File: config.mk
export PLATFORM = sky130hd
export DESIGN_NAME = imm_gen_pipe
export DESIGN_NICKNAME = d
export VERILOG_FILES = /design/src/rtl/imm_gen_pipe.sv
export SDC_FILE = /design/constraint.sdc
export NUM_CORES = 1
export LEC_CHECK = 0
export CAP_MARGIN = 20
export CORE_MARGIN = 2
export CORE_UTILIZATION = 46
export DETAILED_ROUTE_END_ITERATION = 6
export PLACE_DENSITY = 0.76
export SLEW_MARGIN = 20
export SYNTH_ARGS = -nofsm -noshare
export SYNTH_HDL_FRONTEND = slang
export SYNTH_SLANG_ARGS = --single-unit
File: constraint.sdc
create_clock -name clk -period 3.82 [get_ports clk]
set_clock_uncertainty 0.2 [all_clocks]
set_input_delay 0.764 -clock clk [delete_from_list [all_inputs] [get_ports clk]]
set_output_delay 0.764 -clock clk [all_outputs]
set_load 0.02 [all_outputs]
File: src/rtl/imm_gen_pipe.sv
// imm_gen_pipe: registered, flow-controlled immediate generator.
// Decodes the instruction format from inst[6:0], assembles a sign-extended
// immediate, and queues {imm, fmt, illegal} in a 2-entry output FIFO.
//
// Ports:
//   clk, rst_n     rising-edge clock, asynchronous active-low reset
//   flush          synchronous clear of buffered results (beats push/pop)
//   in_valid/in_ready/inst            instruction input handshake
//   out_valid/out_ready               result output handshake
//   out_imm/out_fmt/out_illegal       head entry (all zero when empty)
//
// out_fmt encoding: 0 R/none, 1 I, 2 S, 3 B, 4 U, 5 J.
module imm_gen_pipe #(
  parameter int unsigned XLEN = 32
) (
  input  logic            clk,
  input  logic            rst_n,
  input  logic            flush,
  input  logic            in_valid,
  output logic            in_ready,
  input  logic [31:0]     inst,
  output logic            out_valid,
  input  logic            out_ready,
  output logic [XLEN-1:0] out_imm,
  output logic [2:0]      out_fmt,
  output logic            out_illegal
);

  typedef enum logic [2:0] {
    FmtNone = 3'd0,
    FmtI    = 3'd1,
    FmtS    = 3'd2,
    FmtB    = 3'd3,
    FmtU    = 3'd4,
    FmtJ    = 3'd5
  } fmt_e;

  localparam bit IsRv64 = (XLEN == 64);

  if (XLEN != 32 && XLEN != 64) begin : g_bad_xlen
    $error("imm_gen_pipe: XLEN must be 32 or 64");
  end

  // ---------------------------------------------------------------------------
  // Decode
  // ---------------------------------------------------------------------------
  fmt_e            dec_fmt;
  logic            dec_ill;
  logic [31:0]     imm32;
  logic [XLEN-1:0] dec_imm;

  // Every legal opcode ends in 2'b11, so compressed encodings fall to default.
  always_comb begin
    dec_fmt = FmtNone;
    dec_ill = 1'b0;
    case (inst[6:0])
      7'b0110011: dec_fmt = FmtNone;
      7'b0111011: dec_ill = !IsRv64;
      7'b0000011, 7'b0010011, 7'b1100111, 7'b1110011, 7'b0001111: dec_fmt = FmtI;
      7'b0011011: begin
        if (IsRv64) dec_fmt = FmtI;
        else        dec_ill = 1'b1;
      end
      7'b0100011: dec_fmt = FmtS;
      7'b1100011: dec_fmt = FmtB;
      7'b0110111, 7'b0010111: dec_fmt = FmtU;
      7'b1101111: dec_fmt = FmtJ;
      default:    dec_ill = 1'b1;
    endcase
  end

  always_comb begin
    imm32 = '0;
    case (dec_fmt)
      FmtI: imm32 = {{20{inst[31]}}, inst[31:20]};
      FmtS: imm32 = {{20{inst[31]}}, inst[31:25], inst[11:7]};
      FmtB: imm32 = {{19{inst[31]}}, inst[31], inst[7], inst[30:25], inst[11:8], 1'b0};
      FmtU: imm32 = {inst[31:12], 12'b0};
      FmtJ: imm32 = {{11{inst[31]}}, inst[31], inst[19:12], inst[20], inst[30:21], 1'b0};
      default: imm32 = '0;
    endcase
  end

  // Widen to XLEN by replicating bit 31 (sign is always inst[31]).
  always_comb begin
    dec_imm       = {XLEN{imm32[31]}};
    dec_imm[31:0] = imm32;
  end

  // ---------------------------------------------------------------------------
  // 2-entry output FIFO
  // ---------------------------------------------------------------------------
  logic [XLEN-1:0] imm_q [2];
  logic [2:0]      fmt_q [2];
  logic            ill_q [2];

  logic [1:0] count_q, count_d;
  logic       wr_ptr_q, wr_ptr_d;
  logic       rd_ptr_q, rd_ptr_d;
  logic       push, pop;

  assign in_ready  = (count_q < 2'd2);
  assign out_valid = (count_q != 2'd0);

  // Flush suppresses both handshakes so the offered instruction is dropped.
  assign push = in_valid && in_ready && !flush;
  assign pop  = out_valid && out_ready && !flush;

  always_comb begin
    count_d  = count_q;
    wr_ptr_d = wr_ptr_q;
    rd_ptr_d = rd_ptr_q;
    if (flush) begin
      count_d  = 2'd0;
      wr_ptr_d = 1'b0;
      rd_ptr_d = 1'b0;
    end else begin
      if (push) wr_ptr_d = ~wr_ptr_q;
      if (pop)  rd_ptr_d = ~rd_ptr_q;
      case ({push, pop})
        2'b10:   count_d = count_q + 2'd1;
        2'b01:   count_d = count_q - 2'd1;
        default: count_d = count_q;
      endcase
    end
  end

  always_ff @(posedge clk or negedge rst_n) begin
    if (!rst_n) begin
      count_q  <= 2'd0;
      wr_ptr_q <= 1'b0;
      rd_ptr_q <= 1'b0;
    end else begin
      count_q  <= count_d;
      wr_ptr_q <= wr_ptr_d;
      rd_ptr_q <= rd_ptr_d;
    end
  end

  // Storage needs no reset: it is only observed while count_q is non-zero.
  always_ff @(posedge clk) begin
    if (push) begin
      imm_q[wr_ptr_q] <= dec_imm;
      fmt_q[wr_ptr_q] <= dec_fmt;
      ill_q[wr_ptr_q] <= dec_ill;
    end
  end

  always_comb begin
    out_imm     = '0;
    out_fmt     = 3'd0;
    out_illegal = 1'b0;
    if (out_valid) begin
      out_imm     = imm_q[rd_ptr_q];
      out_fmt     = fmt_q[rd_ptr_q];
      out_illegal = ill_q[rd_ptr_q];
    end
  end

endmodule
# Word level (Yosys, flattened, before mapping)
# Memory sizes are Yosys's and may differ from the RTL's.
# Index checks and enable logic that the tools add are counted.
dict set report totals {
  out_inout_bits 38
  elab_cells 55
  mem_bits_ro 0
  mem_bits_rw 72
  memories 3
  register_bits 4
  latch_bits 0
  in_bits 37
}
# name depth word_bits rd rd_clocked_by_memory_dff write_ports line
set mem_list {}
lappend mem_list {imm_q 2 32 1 0 1 93} ;# logic [XLEN-1:0] imm_q [2];
lappend mem_list {fmt_q 2 3 1 0 1 94} ;# logic [2:0] fmt_q [2];
lappend mem_list {ill_q 2 1 1 0 1 95} ;# logic ill_q [2];
dict set report classes {
  n_reduce_logical 12
  div_mod_pow 0
  eq_ne 18
  magnitude_cmp 1
  shift 0
  n_mul 0
  mux 14
  bitwise_logic 2
  n_addsub 2
}
# op count
set ops {}
lappend ops {{$pmux 32 s5} 1}
lappend ops {{$mux 32} 1}
lappend ops {{$eq 7x7->1 const B} 4}
lappend ops {{$eq 7x6->1 const B} 3}
lappend ops {{$pmux 3 s5} 1}
lappend ops {{$eq 7x5->1 const B} 2}
lappend ops {{$reduce_or 11->1} 1}
lappend ops {{$mux 1} 8}
lappend ops {{$eq 7x2->1 const B} 1}
lappend ops {{$eq 7x4->1 const B} 1}
lappend ops {{$eq 3x2->1 const B} 2}
lappend ops {{$eq 3x3->1 const B} 2}
lappend ops {{$reduce_bool 2->1} 3}
lappend ops {{$reduce_or 5->1} 1}
lappend ops {{$logic_and 1x1->1} 4}
lappend ops {{$pmux 2 s2} 1}
lappend ops {{$eq 3x1->1 const B} 1}
lappend ops {{$mux 3} 1}
lappend ops {{$reduce_bool 3->1} 1}
lappend ops {{$add 2x1->2 const B} 1}
lappend ops {{$eq 2x1->1 const B} 1}
lappend ops {{$eq 2x2->1 const B} 1}
lappend ops {{$lt 2x2->1 const B} 1}
lappend ops {{$mux 2} 1}
lappend ops {{other kinds (4)} 5}

# Logic depth before layout (Yosys ltp)
# Gate-level depths: netlist of the first run.
dict set report depth {
  depth_word 6
  ltp_mapped 6
}

# Least setup slack after synthesis of the first run
# No wires, ideal clock.
dict set report synth_timing {
  path_kind {input-to-reg}
  from {input port in_valid}
  to {memory fmt_q[0][0] (enable)}
  stages 2
  setup_ns 0.482
  path_buffers 0
  path_slack_ns -0.595
  arrival_ns 3.732
  path_cell_list {nor2b_1 nor3b_1}
}
dict set report synth_via {
  elab_chain_cells 4
}
# item line
set synth_lines {}
lappend synth_lines {{from (decl)} 19} ;# input logic in_valid,
lappend synth_lines {{$logic_and 1x1->1 (2 in a row)} 106} ;# assign push = in_valid && in_ready && !flush;
lappend synth_lines {{$mux 1} 142} ;# if (push) begin
lappend synth_lines {{$mux 1 (implied by the code)} 144} ;# fmt_q[wr_ptr_q] <= dec_fmt;
lappend synth_lines {{to (decl)} 94}
# No other way between the ends.

# Worst setup path after layout of the first run
dict set report layout_timing {
  from {register rd_ptr_q}
  to {output port out_illegal}
}
dict set report layout_via {
  elab_chain_cells 2
}
# item line
set layout_lines {}
lappend layout_lines {{from (decl)} 99} ;# logic rd_ptr_q, rd_ptr_d;
lappend layout_lines {{from (signal assigned)} 136} ;# rd_ptr_q <= rd_ptr_d;
lappend layout_lines {{$mem_v2 2x1} --}
lappend layout_lines {{$mux 1} 153} ;# if (out_valid) begin
lappend layout_lines {{to (decl)} 26} ;# output logic out_illegal
# No other way between the ends.

==> key figures, run 1 <==
Synthesis
  – Synth cell count leaders: 72 x edfxtp_1, 40 x nor2_1, 36 x mux2i_1
  – Top cells by area, synth: edfxtp_1 62%, mux2i_1 10%, nor2_1 4.3%
  – Number of synthesized register bits: 76
  – Post-synthesis xor/xnor area fraction: 0.998%
  – Async set-reset flop share out of synthesis: 5.26%
  – Main combinational cell family by area after synthesis: simple AND/OR/NAND/NOR gates
  – Synthesis Warnings: 0
  – Synth Area per Inst: 13.7 um^2
  – Net Count, Synth: 294
  – Synth cell types: 38
  – Number of synthesized flops with an enable pin: 72
  – Count leader, synth: edfxtp_1
  – Post-synthesis compound-gate area fraction: 9.12%
  – Ys flop type: edfxtp_1
  – Simple-Gate Fraction of Synth Area: 12.3%
  – Post-synthesis adder-cell area fraction: 0%
  – Leading area contributor after synthesis: edfxtp_1
  – Mux contribution to synthesized area: 10.6%
  – Syn Inst Count: 257
  – Mapped Area: 3510 um^2
  – Yosys top cell area share: 61.6%
  – Seq/Total Area, Yosys: 64.4%

Timing
  – TNS Setup: 0 ns
  – Achievable Freq: 318 MHz
  – Unrepaired setup endpoints after global routing: false
  – Slew of the pin with the lowest slew margin: 0.746 ns
  – Crit share post-route: 82.4%
  – Final hold violation count: 0
  – Final Setup Violations: 0
  – Shortest period the worst path allows: 3.15 ns
  – Max Slew Vio Count: 0
  – Slew headroom: 50.1%

Outcome
  – Status: complete, no violations

Routing
  – DR WL/cell: 16.1 um
  – Final ANT Viol Nets: 0
  – Vias per cell: 5.19
  – TritonRoute pass-1 iters: 4
  – Via count: 2270
  – Detailed Route WL: 7020 um
  – Drt initial violations: 114
  – DRC violations left: 0

Global routing
  – Vias in the first global route: 2256
  – Antenna violations before repair: 0
  – Largest net degree at the start of global routing: 38
  – First-pass GRT wire length: 11000 um
  – Gr usage total: 17.3%
  – GRT Residual Overflow: 0

Setup path
  – Crit. End Element: primary output
  – WP data required: 2.86 ns
  – CP max FO: 22
  – Worst EP arrival: 2.18 ns
  – Setup crit start kind: flop
  – CP Class: reg2out

Power and ir drop
  – Clock power frac: 34.0%
  – Switching Share: 23.9%
  – Internal: 0.00145 W
  – Worst VDD drop: 0.000202 V
  – Leak: 1.72 nW
  – Power per cell area: 417 nW/um^2
  – NetSw: 0.000455 W
  – Reg power frac: 50.3%
  – Comb power frac: 15.7%

CTS
  – H-tree levels: 3
  – Root Driver: clkbuf_8
  – Reg clk slew, reported paths: 0.08 ns
  – Post-CTS resize count: 0
  – Clock buffer depth: 2
  – CTS Buf Count: 9
  – Clk_lat worst skew: 0.34 ns
  – Hold-fix buffers, CTS: 0
  – # Post-CTS Setup Buffers: 0
  – TritonCTS clock tree: yes
  – Clock tree sinks: 76

Final layout
  – Ant. Diodes: 0
  – Fill cells: 574
  – Fin nets: 370
  – Util after Layout: 62.4%
  – Reg area: 2260 um^2
  – Area of the multi-input gates: 1170 um^2
  – Share of cells above drive strength 1: 10.1%
  – P&R area growth vs syn: 30.2%

Placed design
  – RePlAce Congestion: 0.885
  – Hpwl dp: 4800 um
  – Port buffer count: 74

Run
  – Maxcap violations: 0

Die
  – Core footprint: 7330 um^2
  – Starting Density: 47.9%
  – # rows: 31
  – IO Count: 75
  – Die Y-Extent: 91.4 um
  – DIE AREA: 8350 um^2
  – Die X: 91.4 um

Hold path
  – Worst hold path class: reg2reg
[cell families (layout without fill, tap and decap cells)]
kind of cell / count (synthesis) / count (layout)
buffers and inverters: 17 / 98
flip-flops: 76 / 76
AND/OR/NAND/NOR: 81 / 81
multiplexers: 37 / 37
XOR/XNOR: 4 / 4
AO/OA/AOI/OAI: 42 / 42
[power by group through the flow]
stage	clock [W]	combinational, W	sequential (W)
6_report	0.000648	0.000299	0.000959
5_1_grt	0.000693	0.000319	0.000962
4_1_cts	0.000663	0.000302	0.000959
3_5_place_dp	0	0.000301	0.000978
3_3_place_gp	0	0.000298	0.000976
2_1_floorplan	0	0.000170	0.000967
[flip-flops by register name, indices dropped and copies added (netlist names)]
register / count
imm_q: 64
fmt_q: 6
count_q: 2
ill_q: 2
rd_ptr_q: 1
wr_ptr_q: 1
[stage by stage]
step | instance area, um^2 | total power (W) | worst slack [ns] | instances | hold slack [ns]
2_1_floorplan | 3520 | 0.00114 | 0.679 | 257 | 0.268
3_3_place_gp | 4360 | 0.00127 | 0.942 | 421 | 0.375
3_5_place_dp | 4360 | 0.00128 | 0.907 | 421 | 0.404
4_1_cts | 4570 | 0.00192 | 0.647 | 437 | 0.419
5_1_grt | 4570 | 0.00197 | 0.556 | 437 | 0.444
6_report | 4570 | 0.00191 | 0.673 | 437 | 0.411
[final cells by class]
cell class / count / area share (%)
clock buffer: 9 / 2.71
clock inverter: 7 / 2.00
inverter: 4 / 0.328
multi-input combinational: 164 / 25.6
sequential: 76 / 49.5
tap: 99 / 2.71
timing repair buffer: 78 / 17.1
[final timing paths]
check	start	to	slack (ns)	depth (start not counted)
min in group asynchronous	rst_n	count_q[0]	0.42	1
worst max-delay path	rd_ptr_q	out_illegal	0.67	4
worst max register to register	count_q[1]	imm_q[0][0]	1.75	3
max in group asynchronous	rst_n	rd_ptr_q	2.80	1
worst min register to register	count_q[0]	count_q[0]	0.41	2
worst min-delay path	count_q[0]	count_q[0]	0.41	2
[metal layers]
metal	wire length (um)	vias to the layer above	GRT usage, %
li1	-	1093	-
met4	175	0	8.84
met2	3650	57	29.5
met3	245	14	2.49
met5	0	-	0
met1	2950	1106	21.2
[worst max-delay path, cell delays in order (launching register included)]
cell,delay [ns]
dfrtp_2,0.70
buf_12,0.27
mux2i_1,0.25
nor2_1,0.06
clkdlybuf4s50_1,0.55
[cell usage in the layout (no fill, tap or decap), types with 5 or more instances in the layout]
cell,count
nor2_1,40
nor2b_1,5
clkbuf_8,9
clkdlybuf4s50_1,74
edfxtp_1,72
mux2i_1,36
a22o_1,5
nand2_1,6
and2_1,8
a21o_1,19
Power figures use the tool's default switching activity.
==> run 2, diff against run 1 <==
--- a/config.mk
+++ b/config.mk
@@ -7,9 +7,9 @@
 export LEC_CHECK = 0
 export CAP_MARGIN = 20
 export CORE_MARGIN = 2
-export CORE_UTILIZATION = 46
+export CORE_UTILIZATION = 51
 export DETAILED_ROUTE_END_ITERATION = 6
-export PLACE_DENSITY = 0.76
+export PLACE_DENSITY = 0.8
 export SLEW_MARGIN = 20
 export SYNTH_ARGS = -nofsm -noshare
 export SYNTH_HDL_FRONTEND = slang
==> constraint.sdc (replaced) <==
create_clock -name clk -period 3.1 [get_ports clk]
set_clock_uncertainty 0.2 [all_clocks]
set_input_delay 0.62 -clock clk [delete_from_list [all_inputs] [get_ports clk]]
set_output_delay 0.62 -clock clk [all_outputs]
set_load 0.02 [all_outputs]
==> key figures, run 2 (same netlist as run 1, synthesis figures left out) <==
Outcome
  – Status: complete, no violations

Global routing
  – Vias in the first global route: 2265
  – First-pass GRT wire length: 11000 um
  – Largest net degree at the start of global routing: 38
  – GRT Residual Overflow: 0
  – Antenna violations before repair: 0
  – Gr usage total: 19.4%

Setup path
  – Setup crit start kind: flop
  – Worst EP arrival: 2.04 ns
  – CP Class: reg2out
  – R2r worst-path depth: 3
  – Worst r2r src: count_q[1]
  – Setup crit start: rd_ptr_q
  – CP max FO: 14
  – WP data required: 2.28 ns
  – Crit. End Element: primary output

Timing
  – TNS Setup: 0 ns
  – Shortest period the worst path allows: 2.86 ns
  – Crit share post-route: 92.2%
  – Max Slew Vio Count: 0
  – Slew of the pin with the lowest slew margin: 0.793 ns
  – Final Setup Violations: 0
  – Unrepaired setup endpoints after global routing: false
  – Achievable Freq: 350 MHz
  – Final hold violation count: 0
  – Slew headroom: 46.9%

Routing
  – DRC violations left: 0
  – Vias per cell: 5.48
  – TritonRoute pass-1 iters: 4
  – Final ANT Viol Nets: 0
  – Drt initial violations: 138
  – Via count: 2301
  – DR WL/cell: 16.6 um
  – Detailed Route WL: 6970 um

Die
  – # rows: 30
  – Starting Density: 52.3%
  – Core footprint: 6720 um^2
  – IO Count: 75
  – Die Y-Extent: 87.0 um
  – DIE AREA: 7570 um^2
  – Die X: 87.0 um

Power and ir drop
  – Leak: 1.73 nW
  – Power per cell area: 497 nW/um^2
  – Worst VDD drop: 0.000252 V

Placed design
  – Hpwl dp: 4830 um
  – Port buffer count: 74
  – Placed insts: 404
  – RePlAce Congestion: 0.923

Final layout
  – Most frequent cells in the layout: 74 x clkdlybuf4s50_1, 72 x edfxtp_1, 40 x nor2_1, 36 x mux2i_1, 19 x a21o_1
  – Ant. Diodes: 0
  – Fill cells: 476
  – Most common cell after layout, fill and taps aside: clkdlybuf4s50_1
  – Non-Filler Instances: 420
  – P&R area growth vs syn: 30.2%
  – Largest regs: imm_q: 64 flops, fmt_q: 6 flops
  – Fin nets: 372
  – Biggest register: imm_q
  – Largest register FFs: 64
  – Share of cells above drive strength 1: 9.71%

CTS
  – Clock tree sinks: 76
  – Hold-fix buffers, CTS: 0
  – CTS Buf Count: 9
  – Reg clk slew, reported paths: 0.07 ns
  – # Post-CTS Setup Buffers: 0
  – Clock buffer depth: 2
  – Root Driver: clkbuf_8
  – TritonCTS clock tree: yes
  – Clk_lat worst skew: 0.33 ns
  – H-tree levels: 3
  – Post-CTS resize count: 0

Run
  – Maxcap violations: 0

Hold path
  – Worst hold path class: in2async
==> run 2: cell types whose count changed in the layout (fill, tap and decap cells not counted), sizes merged <==
| cell | before | now |
|---|---|---|
| buf | 4 | 6 |
| bufinv | 2 | 1 |
| clkbuf | 9 | 14 |
| clkinv | 5 | 1 |
==> run 2: path summary, 6_finish.rpt <==
check / end / slack [ns]
min: count_q[0] / 0.29
min in group clk: count_q[1] / 0.40
min reg2reg: count_q[1] / 0.40
max: out_imm[13] / 0.24
max in group asynchronous: rd_ptr_q / 2.23
max reg2reg: imm_q[0][31] / 1.21
==> run 2: worst max-delay path: stages, from the launching register on <==
cell and delay, ns:
dfrtp_2 0.63, buf_12 0.22, mux2i_1 0.23, nor2_1 0.06, clkdlybuf4s50_1 0.56
==> run 2: cell type report <==
class	instances	area, um^2	area share [%]
Multi-Input combinational cell	164	1170	25.6
Clock buffer	14	153	3.34
Inverter	4	15.0	0.328
Clock inverter	2	35.0	0.766
Tap cell	80	100	2.19
Timing Repair Buffer	80	836	18.3
Sequential cell	76	2260	49.5
==> run 2: through the flow <==
| stage | total power [W] | hold slack [ns] | util, % | setup WS (ns) | area (um^2) |
|---|---|---|---|---|---|
| finish | 0.00227 | 0.287 | 68.1 | 0.243 | 4570 |
| global placement | 0.00158 | 0.380 | 65.3 | 0.373 | 4390 |
| CTS | 0.00229 | 0.283 | 68.1 | 0.233 | 4570 |
| global route | 0.00237 | 0.290 | 68.1 | 0.147 | 4570 |
| floorplan | 0.00140 | 0.124 | - | 0.103 | 3520 |
| detailed placement | 0.00158 | 0.387 | 65.3 | 0.255 | 4390 |
==> run 2: routing by layer <==
metal  global-route usage [%]  vias to the layer above  part of all wire [%]
met5                        0                        -                     0
met2                     33.4                       74                    53
met1                     23.8                     1117                    41
met4                     8.52                        0                   1.6
li1                         -                     1101                     -
met3                     3.60                        9                   4.7
==> run 2: where the power goes <==
group	switching [W]	internal, W
combinational	0.000194	0.000187
sequential	0.0000195	0.00116
clock	0.000320	0.000394
